File: src/rtl/ifetch_ctrl.sv
// ifetch_ctrl: instruction fetch stage with stall, branch redirect and sticky address fault.
module ifetch_ctrl #(
  parameter int          MEM_BYTES = 400,
  parameter logic [31:0] RESET_PC  = 32'h0000_0000
) (
  input  logic        clk,
  input  logic        rst_n,
  input  logic        Enable,
  input  logic        Stall,
  input  logic        BrTaken,
  input  logic [31:0] BrTarget,
  input  logic [31:0] ITM,
  output logic [31:0] RAdrs,
  output logic [31:0] Instr,
  output logic [31:0] PCOut,
  output logic        Valid,
  output logic        Fault,
  output logic [15:0] FetchCnt
);
  typedef enum logic [1:0] {IDLE, FETCH, HOLD, FAULT} state_t;
  state_t      state;
  logic [31:0] pc;
  logic        legal;
  assign RAdrs = pc;
  // 33-bit sum so an address near 2^32 cannot wrap into the legal range
  assign legal = (pc[1:0] == 2'b00) && (({1'b0, pc} + 33'd3) < 33'(MEM_BYTES));
  always_ff @(posedge clk or negedge rst_n) begin
    if (!rst_n) begin
      state    <= IDLE;
      pc       <= RESET_PC;
      Instr    <= '0;
      PCOut    <= '0;
      Valid    <= 1'b0;
      Fault    <= 1'b0;
      FetchCnt <= '0;
    end else begin
      case (state)
        IDLE: if (Enable) state <= FETCH;
        FETCH, HOLD: begin
          if (!Enable) begin
            state <= IDLE;
            Valid <= 1'b0;
            if (BrTaken) pc <= BrTarget;
          end else if (BrTaken) begin
            pc    <= BrTarget;
            Valid <= 1'b0;
            state <= FETCH;
          end else if (state == HOLD) begin
            state <= Stall ? HOLD : FETCH;
          end else if (Stall) begin
            state <= HOLD;
          end else if (legal) begin
            Instr <= ITM;
            PCOut <= pc;
            Valid <= 1'b1;
            pc    <= pc + 32'd4;
            if (FetchCnt != 16'hFFFF) FetchCnt <= FetchCnt + 16'd1;
          end else begin
            Valid <= 1'b0;
            Fault <= 1'b1;
            state <= FAULT;
          end
        end
        default: ;
      endcase
    end
  end
endmodule

File: config.mk
export PLATFORM = sky130hd
export DESIGN_NAME = ifetch_ctrl
export DESIGN_NICKNAME = d
export VERILOG_FILES = /design/src/rtl/ifetch_ctrl.sv
export SDC_FILE = /design/constraint.sdc
export NUM_CORES = 1
export LEC_CHECK = 0
export CAP_MARGIN = 20
export CORE_MARGIN = 3
export CORE_UTILIZATION = 46
export DETAILED_ROUTE_END_ITERATION = 8
export MAX_ROUTING_LAYER = met4
export PLACE_DENSITY_LB_ADDON = 0.3
export SLEW_MARGIN = 20
export SYNTH_ARGS = -nofsm -noshare
export SYNTH_HDL_FRONTEND = slang
export SYNTH_SLANG_ARGS = --single-unit
File: constraint.sdc
create_clock -name clk -period 4.2 [get_ports clk]
set_input_delay 0.63 -clock clk [delete_from_list [all_inputs] [get_ports clk]]
set_output_delay 0.63 -clock clk [all_outputs]
set_load 0.02 [all_outputs]
==> summary.txt <==
Timing
  • Final slew viol count: 0
  • Setup TNS: 0 ns
  • Fin. Hold Viols: 0
  • Worst clock skew: 0.00811 ns
  • Worst-Margin Slew: 0.782 ns
  • Minimum clock period: 3.59 ns
  • Final setup margin: 0.609 ns
  • Max Fclk: 0.278 GHz
  • Endpoints failing setup: 0
  • Unrepaired setup endpoints after global routing: false
  • Relative slew margins: 47.9%
  • Part of the cycle the worst path needs: 85.5%

Place
  • PortBufs: 182
  • Hpwl dp: 11.7 mm
  • GPL Wtd Cong: 0.992
  • Cell Area, Placed: 7470 µm²
  • Pre-CTS setup slack: 0.653 ns

Synth
  • Net Count, Synth: 607
  • Post-synthesis cell count: 532
  • Area contributors post-synth: dfrtp_1, mux2_1, nand2_1
  • Ys flop type: dfrtp_1
  • Most frequent cell after synthesis: dfrtp_1
  • Top cell type's share of synthesized area: 52.4%
  • Largest area contributor in the netlist: dfrtp_1
  • Synth Cell Area: 5540 µm²
  • EDFF count, synth: 0
  • Seq cells post-synth: 116
  • Commonest cells post-synth: dfrtp_1, nand2_1, mux2_1
  • Mean Syn Cell Area: 10.4 µm²
  • Distinct cell type count after synthesis: 50
  • Seq/Total Area, Yosys: 52.4%
  • Ys Warns: 0
  • Ys async rst share: 100%

Route
  • Post-route ant nets: 0
  • Initial DRT Pass Iterations: 5
  • DRT iter0 DRCs: 361
  • Vias per cell: 5.72
  • Final wirelength: 16.1 mm
  • DR DRC count: 0
  • Vias: 4941
  • Post-DR wirelength/cell: 18.6 µm

Worst setup path
  • Bufs and invs on worst path: 1
  • CP top delay family: simple AND/OR/NAND/NOR gates
  • Crit path max fanout: 74
  • R2R depth: 10
  • CP arrival: 3.88 ns
  • Slowest CP cell: or4_1
  • Crit start category: register
  • Max stage delay on crit path: 0.54 ns
  • Worst Setup Path Type: register to register
  • CP Cell Sequence: ha_1, nand3_1, or4_1, o31ai_1, nand4_1, a211o_1, nor3_2, buf_12, nand4_1, mux2_1
  • Req. time, crit path: 4.49 ns
  • Crit end category: register
  • Critical path's most frequent cell: nand4_1
  • Critical Path Stages: 10
  • Worst reg-to-reg setup slack: 0.61 ns

Final layout
  • Post-layout util: 69.5%
  • Fraction of layout cells with a size suffix above 1: 8.74%
  • Post-route cell area: 8070 µm²
  • Area Overhead vs Synth: 45.6%
  • Antenna diode count: 0
  • Final net count: 784

CTS
  • Hold buffers post-CTS: 0
  • CTS tree: done
  • Reg clk slew, reported paths: 0.05 ns
  • Post-cts resize count: 0
  • Longest Clk Path Bufs: 2
  • Setup bufs post-CTS: 0
  • Clk_lat worst skew: 0.41 ns
  • Total clock sinks: 116
  • Clk root buf: clkbuf_16
  • Total CTS buffers: 17
  • H-tree Lvls: 4

Power
  • Maximum VDD drop: 0.000326 V
  • Lkg Pwr: 0.00359 µW
  • Sw Pwr: 1600 µW
  • Total power draw: 4420 µW
  • Gate power share: 29.9%
  • Sw frac: 36.2%
  • Power share of the clock group: 33.0%
  • Reg power frac: 37.1%
  • Pwr dens: 547 nW/µm²
  • Internal power: 2820 µW

Job
  • Max cap viols: 0

Floorplan
  • # IOs: 183
  • Die footprint: 13400 µm²
  • Initial core utilization: 47.7%
  • Row Count: 39
  • Core area: 11600 µm²
  • Die height: 116 µm
  • Die X: 116 µm

Run status
  • Status: finished clean

GRT
  • Number of global-route vias before repair: 4894
  • Initial antenna violation count: 0
  • Total gr overflow: 0
  • Largest net degree at the start of global routing: 75
  • First-pass GRT wire length: 25.3 mm
  • GRT Total Usage: 25.0%

Hold path
  • Class of the worst hold path: input pin to asynchronous set/reset pin
[final timing paths]
path                                      to     start
worst max-delay path            FetchCnt[14]  RAdrs[2]
worst min-delay path               RAdrs[12]     rst_n
worst max register to register  FetchCnt[14]  RAdrs[2]
worst min register to register         Valid     Valid
max in group asynchronous          Instr[25]     rst_n
min in group clk                       Valid     Valid
[placed cells by master (no fill, tap or decap), drive strengths merged, types with 3 or more instances in the layout]
| master | n |
|---|---|
| xor2 | 4 |
| and2 | 10 |
| nand2b | 4 |
| mux2i | 4 |
| clkbuf | 18 |
| and3 | 16 |
| nor2b | 25 |
| o211ai | 4 |
| nor4 | 8 |
| nand2 | 64 |
| xnor2 | 9 |
| o21ai | 19 |
| or2 | 3 |
| inv | 8 |
| nor3 | 6 |
| nor2 | 28 |
| a21oi | 22 |
| clkinvlp | 3 |
| dfrtp | 116 |
| buf | 9 |
| clkdlybuf4s50 | 181 |
| ha | 6 |
| or3 | 3 |
| a31oi | 9 |
| nand3 | 20 |
| and4 | 3 |
| a41oi | 3 |
| clkinv | 6 |
| nand4 | 25 |
| a32o | 5 |
| a22o | 7 |
| mux2 | 45 |
| bufinv | 3 |
| o31ai | 6 |
[layout make-up]
class | count | area (µm²)
Timing Repair Buffer | 190 | 1890
Clock buffer | 18 | 439
Inverter | 7 | 26.3
Clock inverter | 13 | 159
Fill cell | 869 | 3550
Tap cell | 143 | 179
Sequential cell | 116 | 2900
Multi-Input combinational cell | 377 | 2470
[metrics by stage]
step / cells / hold slack [ns]
2_1_floorplan: 532 / 0.334
3_3_place_gp: 833 / 0.464
3_5_place_dp: 833 / 0.468
4_1_cts: 864 / 0.225
5_1_grt: 864 / 0.243
6_report: 864 / 0.202
[per-layer routing]
metal,up-vias,wire [µm],global-route usage [%]
met2,243,7570,37.8
met4,0,264,8.58
met1,2396,7050,33.3
met5,-,0,-
met3,28,1200,6.16
li1,2274,-,-
[power groups by stage]
stage	Sequential [µW]	Clock, µW	Combinational (µW)
finish	1640	1460	1320
global route	1670	1530	1440
CTS	1620	1480	1320
detailed placement	1640	0	1320
global placement	1620	0	1280
floorplan	1670	0	642
[kinds of logic after synthesis]
group | share of synthesized area, %
XOR/XNOR | 2.06
adder cells (fa/ha/maj) | 1.35
AO/OA/AOI/OAI | 10.8
flip-flops | 52.4
multiplexers | 9.87
buffers and inverters | 3.14
AND/OR/NAND/NOR | 20.4
[flip-flops by register name, summed over array words and instances (netlist names)]
register  flops
Fault         1
FetchCnt     16
Instr        32
PCOut        32
RAdrs        32
Valid         1
state         2
Note: power is estimated with default switching activity, not from simulation.
